### src/rtl/datapath_pipe.sv
// datapath_pipe: two-stage register-file / ALU datapath.
//
//   RD stage (combinational): reads two registers with EX->RD forwarding,
//   selects register or immediate for operand 2. The edge ending the cycle
//   loads the EX register (always; in_valid=0 loads a bubble).
//   EX stage: ALU on the registered operands, eq flag, writeback at the edge
//   ending the EX cycle, retired-operation counter.
//
// Ports:
//   clk         rising-edge clock
//   rst         asynchronous active-low reset
//   in_valid    operation present in RD this cycle
//   ad1/ad2     source register addresses
//   ad3/we3     destination register address / write enable
//   alu_src     0: op2 = rd2, 1: op2 = imm_op
//   alu_ctrl    ALU operation (add/sub/and/or/xor/sll/srl/slt)
//   imm_op      sign-extended immediate
//   alu_out     EX-stage ALU result (driven even for bubbles)
//   out_valid   EX stage holds a valid operation
//   eq          EX operands equal, qualified by out_valid
//   a0          registered content of register A0_INDEX
//   retire_cnt  number of valid operations completed (wraps)
module datapath_pipe #(
    parameter int DATA_WIDTH = 32,
    parameter int ADDR_WIDTH = 5,
    parameter int A0_INDEX   = 10,
    parameter int CNT_WIDTH  = 16
) (
    input  logic                  clk,
    input  logic                  rst,
    input  logic                  in_valid,
    input  logic [ADDR_WIDTH-1:0] ad1,
    input  logic [ADDR_WIDTH-1:0] ad2,
    input  logic [ADDR_WIDTH-1:0] ad3,
    input  logic                  we3,
    input  logic                  alu_src,
    input  logic [2:0]            alu_ctrl,
    input  logic [DATA_WIDTH-1:0] imm_op,
    output logic [DATA_WIDTH-1:0] alu_out,
    output logic                  out_valid,
    output logic                  eq,
    output logic [DATA_WIDTH-1:0] a0,
    output logic [CNT_WIDTH-1:0]  retire_cnt
);

    localparam int                  DEPTH   = 2 ** ADDR_WIDTH;
    localparam int                  SHAMT_W = $clog2(DATA_WIDTH);
    localparam logic [ADDR_WIDTH-1:0] A0_ADDR = ADDR_WIDTH'(A0_INDEX);

    typedef enum logic [2:0] {
        ALU_ADD = 3'b000,
        ALU_SUB = 3'b001,
        ALU_AND = 3'b010,
        ALU_OR  = 3'b011,
        ALU_XOR = 3'b100,
        ALU_SLL = 3'b101,
        ALU_SRL = 3'b110,
        ALU_SLT = 3'b111
    } alu_op_e;

    logic [DATA_WIDTH-1:0] regs_q [DEPTH];

    logic                  ex_valid_q;
    logic [DATA_WIDTH-1:0] ex_op1_q, ex_op2_q;
    alu_op_e               ex_ctrl_q;
    logic [ADDR_WIDTH-1:0] ex_ad3_q;
    logic                  ex_we3_q;
    logic [CNT_WIDTH-1:0]  retire_cnt_q;

    logic [DATA_WIDTH-1:0] rd1, rd2;
    logic [DATA_WIDTH-1:0] ex_op1_d, ex_op2_d;
    logic                  wb_en;
    logic [DATA_WIDTH-1:0] alu_res;

    // A valid EX operation that will write a nonzero register is the only
    // forwarding source; x0 never matches because wb_en excludes it.
    assign wb_en = ex_valid_q && ex_we3_q && (ex_ad3_q != '0);

    // ---------------- RD stage ----------------
    always_comb begin
        // NOTE: every signal gets a default before any branch so the block
        // stays purely combinational and no latch is inferred.
        rd1 = regs_q[ad1];
        rd2 = regs_q[ad2];
        if (wb_en && (ex_ad3_q == ad1)) rd1 = alu_res;
        if (wb_en && (ex_ad3_q == ad2)) rd2 = alu_res;
        if (ad1 == '0) rd1 = '0;
        if (ad2 == '0) rd2 = '0;
        ex_op1_d = rd1;
        ex_op2_d = alu_src ? imm_op : rd2;
    end

    // EX register: always loaded, bubbles included; reset discards any
    // in-flight operation so it never reaches writeback.
    always_ff @(posedge clk or negedge rst) begin
        if (!rst) begin
            // NOTE: sequential state uses non-blocking assignments so every
            // register samples its pre-edge inputs regardless of block order.
            ex_valid_q <= 1'b0;
            ex_op1_q   <= '0;
            ex_op2_q   <= '0;
            ex_ctrl_q  <= ALU_ADD;
            ex_ad3_q   <= '0;
            ex_we3_q   <= 1'b0;
        end else begin
            ex_valid_q <= in_valid;
            ex_op1_q   <= ex_op1_d;
            ex_op2_q   <= ex_op2_d;
            ex_ctrl_q  <= alu_op_e'(alu_ctrl);
            ex_ad3_q   <= ad3;
            ex_we3_q   <= we3;
        end
    end

    // ---------------- EX stage ----------------
    always_comb begin
        alu_res = '0;
        unique case (ex_ctrl_q)
            ALU_ADD: alu_res = ex_op1_q + ex_op2_q;
            ALU_SUB: alu_res = ex_op1_q - ex_op2_q;
            ALU_AND: alu_res = ex_op1_q & ex_op2_q;
            ALU_OR:  alu_res = ex_op1_q | ex_op2_q;
            ALU_XOR: alu_res = ex_op1_q ^ ex_op2_q;
            ALU_SLL: alu_res = ex_op1_q << ex_op2_q[SHAMT_W-1:0];
            ALU_SRL: alu_res = ex_op1_q >> ex_op2_q[SHAMT_W-1:0];
            ALU_SLT: alu_res = {{(DATA_WIDTH-1){1'b0}},
                                ($signed(ex_op1_q) < $signed(ex_op2_q))};
            default: alu_res = '0;
        endcase
    end

    // Register file with writeback. x0 is never written, so it holds 0.
    always_ff @(posedge clk or negedge rst) begin
        if (!rst) begin
            // NOTE: the register file is reset on purpose (all entries read 0
            // after reset), which rules out a RAM macro for this array.
            for (int i = 0; i < DEPTH; i++) regs_q[i] <= '0;
        end else if (wb_en) begin
            regs_q[ex_ad3_q] <= alu_res;
        end
    end

    always_ff @(posedge clk or negedge rst) begin
        if (!rst) begin
            retire_cnt_q <= '0;
        end else if (ex_valid_q) begin
            retire_cnt_q <= retire_cnt_q + CNT_WIDTH'(1);
        end
    end

    assign alu_out    = alu_res;
    assign out_valid  = ex_valid_q;
    assign eq         = ex_valid_q && (ex_op1_q == ex_op2_q);
    assign a0         = regs_q[A0_ADDR];
    assign retire_cnt = retire_cnt_q;

endmodule

### config.mk
export PLATFORM = sky130hd
export DESIGN_NAME = datapath_pipe
export DESIGN_NICKNAME = d
export VERILOG_FILES = /design/src/rtl/datapath_pipe.sv
export SDC_FILE = /design/constraint.sdc
export NUM_CORES = 2
export LEC_CHECK = 0
export CAP_MARGIN = 10
export CORE_ASPECT_RATIO = 1.75
export CORE_UTILIZATION = 45
export DETAILED_ROUTE_END_ITERATION = 16
export GPL_TIMING_DRIVEN = 0
export SLEW_MARGIN = 40
export SYNTH_ARGS = -nofsm -noshare
export SYNTH_HDL_FRONTEND = slang
export SYNTH_SLANG_ARGS = --single-unit
### constraint.sdc
create_clock -name clk -period 13.4 [get_ports clk]
set_clock_uncertainty 0.05 [all_clocks]
set_input_delay 3.35 -clock clk [delete_from_list [all_inputs] [get_ports clk]]
set_output_delay 3.35 -clock clk [all_outputs]
set_load 0.03 [all_outputs]
==> flow_summary.json <==
{
  "ir_drop_uv": 132,
  "r2r_setup_slack_ps": 5260,
  "cts_resized": 0,
  "finalHoldViolCount": 0,
  "post-cts-setup-buffers": 0,
  "p_leak_uw": 0.0316,
  "wl_per_cell_um": 44.4,
  "ctsLongestPathBuffers": 3,
  "path_delay_family": "buffers and inverters",
  "core_um2": 144000,
  "synthesis.nets": 6079,
  "max_freq_mhz": 79.9,
  "setup_viol": 0,
  "mostFrequentLayoutCells": "nand2_1 (1168), dfrtp_1 (1111), o21ai_0 (902)",
  "antenna_found_initial": 42,
  "grt_pass1_wl_mm": 494,
  "grt_start_max_net_pins": 112,
  "hold_buffers": 0,
  "cts_made_buffers": 107,
  "yosysSeqAreaShare": 0.426,
  "portBuffers": 129,
  "period_share": 0.935,
  "wirelength_mm": 364,
  "first_global_vias": 58260,
  "vias": 58597,
  "rsz0062_at_grt": "no",
  "syn_avg_cell_area_um2": 11.0,
  "cp_slowest_cell": "dfrtp_1",
  "synthesis.area_um2": 65400,
  "ys_async_sr_fraction": 1.00,
  "path_buf_inv": 8,
  "final.setup.worst_slack_ps": 877,
  "min_period_ps": 12520,
  "h-tree-depth": 3,
  "die_x_um": 290,
  "routed_via_density": 7.14,
  "die_h_um": 506,
  "area_growth_pct": 14.1,
  "cp-start-kind": "register",
  "cts.sink_count": 1114,
  "mostFrequentLayoutCell": "nand2_1",
  "hpwl_mm": 280,
  "path_clk_slew_ps": 60,
  "total_power_uw": 10900,
  "syn_inst": 5924,
  "drt_pre_antenna_iters": 7,
  "cts_tree": "done",
  "start_util": 0.455,
  "path_class": "register to primary output",
  "ys_seq_elements": 1114,
  "fp.dieArea_um2": 147000,
  "synth-edff-count": 0,
  "synth_flop_cell": "dfrtp_1",
  "layout-drive-gt1-share": 0.244,
  "row_count": 184,
  "cp.required_ps": 10000,
  "hp-class": "register to register",
  "worst_pin_slew_ps": 1030,
  "io_pins": 137,
  "yosys_warnings": 0,
  "dr.first_iter.drc_count": 7327,
  "worstPathArrival_ps": 9120,
  "status": "finished clean",
  "gp_congestion": 1.09,
  "power.density_nw_per_um2": 145,
  "root_buffer": "clkbuf_16",
  "clk_latency_ps": 790,
  "max_cap_viol_count": 0,
  "critical_path.max_stage_delay_ps": 840,
  "drc": 0,
  "endpoint_kind": "primary output",
  "crit_path_max_fanout": 11,
  "crit_chain": "buf_4 -> clkinv_1 -> buf_2 -> buf_2 -> ha_1 -> buf_4 -> nor3_1 -> nand2_1 -> a21oi_1 -> o21bai_1 -> a21oi_1 -> a311o_1 -> a211oi_1 -> nor2_2 -> clkbuf_1 -> inv_1 -> clkdlybuf4s50_1",
  "place_ws_ps": 2140,
  "nNetsFinal": 6376,
  "gr-usage-all-layers": 0.501,
  "finalMaxSlewViolations": 0,
  "fin_setup_tns_ps": 0,
  "relSlewSlack": 0.305,
  "ant_nets": 0,
  "grt_overflow": 0,
  "ys_types": 92
}
## final timing paths
path / start / to / depth (start not counted)
setup / recovery: ex_op2_q[2] / alu_out[31] / 17
hold / removal: regs_q[997] / regs_q[997] / 1
setup reg to reg: ex_op2_q[2] / regs_q[511] / 16
hold reg to reg: regs_q[997] / regs_q[997] / 1
max in group asynchronous: rst / retire_cnt[15] / 6
min in group asynchronous: rst / regs_q[900] / 1
## cells in the mapped netlist (27+ instances only)
master,count,area [um2]
ha_1,98,1230
nand3_1,38,190
nand2_1,1170,4390
buf_2,46,230
o211ai_1,27,203
o21ai_0,906,4530
o21ai_2,54,473
xnor2_1,29,254
mux4_2,693,15600
nor3_1,36,180
buf_1,49,184
buf_4,45,338
nor2_1,172,646
dfrtp_1,1114,27900
nor2b_1,43,269
inv_1,125,469
clkbuf_1,484,1820
a21oi_1,115,576
mux2i_1,80,801
mux2_2,112,1260
a211oi_1,76,571
## final cells by class
| type | count | area [um2] |
|---|---|---|
| diodes | 43 | 108 |
| plain buffers | 637 | 3010 |
| clock buffers | 154 | 3100 |
| clock inverters | 37 | 548 |
| fillers | 12930 | 69200 |
| inverters | 129 | 484 |
| multi-input cells | 4044 | 34700 |
| flip-flops and latches | 1114 | 27900 |
| well taps | 1860 | 2330 |
| repair buffers | 188 | 2520 |
## worst reg2reg max path, stage by stage, from the launching register on
cell,delay [ps]
dfrtp_1,840
buf_4,420
clkinv_1,740
buf_2,590
buf_2,460
ha_1,400
buf_4,170
nor3_1,720
nand2_1,310
a21oi_1,460
o21bai_1,370
a21oi_1,720
a311o_1,310
a211oi_1,140
nor2_2,590
clkbuf_1,490
o21ai_0,210
## stage by stage
step                      cell area, um2  hold slack [ps]  utilization  instances
after floorplan                    65400              391            -       5924
after global placement             69100              402        0.480       7913
after detailed placement           70800              415        0.492       7969
after CTS                          74500              429        0.518       8160
after global routing               74600              450        0.519       8177
final                              74700              429        0.519       8206
## sequential cells by signal, indices dropped and copies added, names as in the netlist
name,count
ex_we3_q,1
retire_cnt,16
ex_op2_q,32
a0,32
ex_ctrl_q,3
ex_ad3_q,5
ex_op1_q,32
out_valid,1
regs_q,992
## routing by layer
| layer | vias up | global-route usage | routed length, um |
|---|---|---|---|
| met4 | 24 | 0.601 | 53400 |
| met3 | 2133 | 0.165 | 37600 |
| li1 | 22364 | - | - |
| met5 | - | 0.00488 | 220 |
| met1 | 29340 | 0.476 | 102000 |
| met2 | 4736 | 0.791 | 171000 |
## cell families after synthesis
logic type | synth area share
mux | 0.270
xor+xnor | 0.00562
buf+inv | 0.0485
simple gates | 0.0978
compound gates | 0.133
flops | 0.426
fa+ha+maj | 0.0193
## power by group
| group | internal, uW | switching (uW) |
|---|---|---|
| combinational | 1210 | 2160 |
| clock | 1770 | 1490 |
| sequential | 3800 | 432 |
Note: power is estimated with default switching activity, not from simulation.
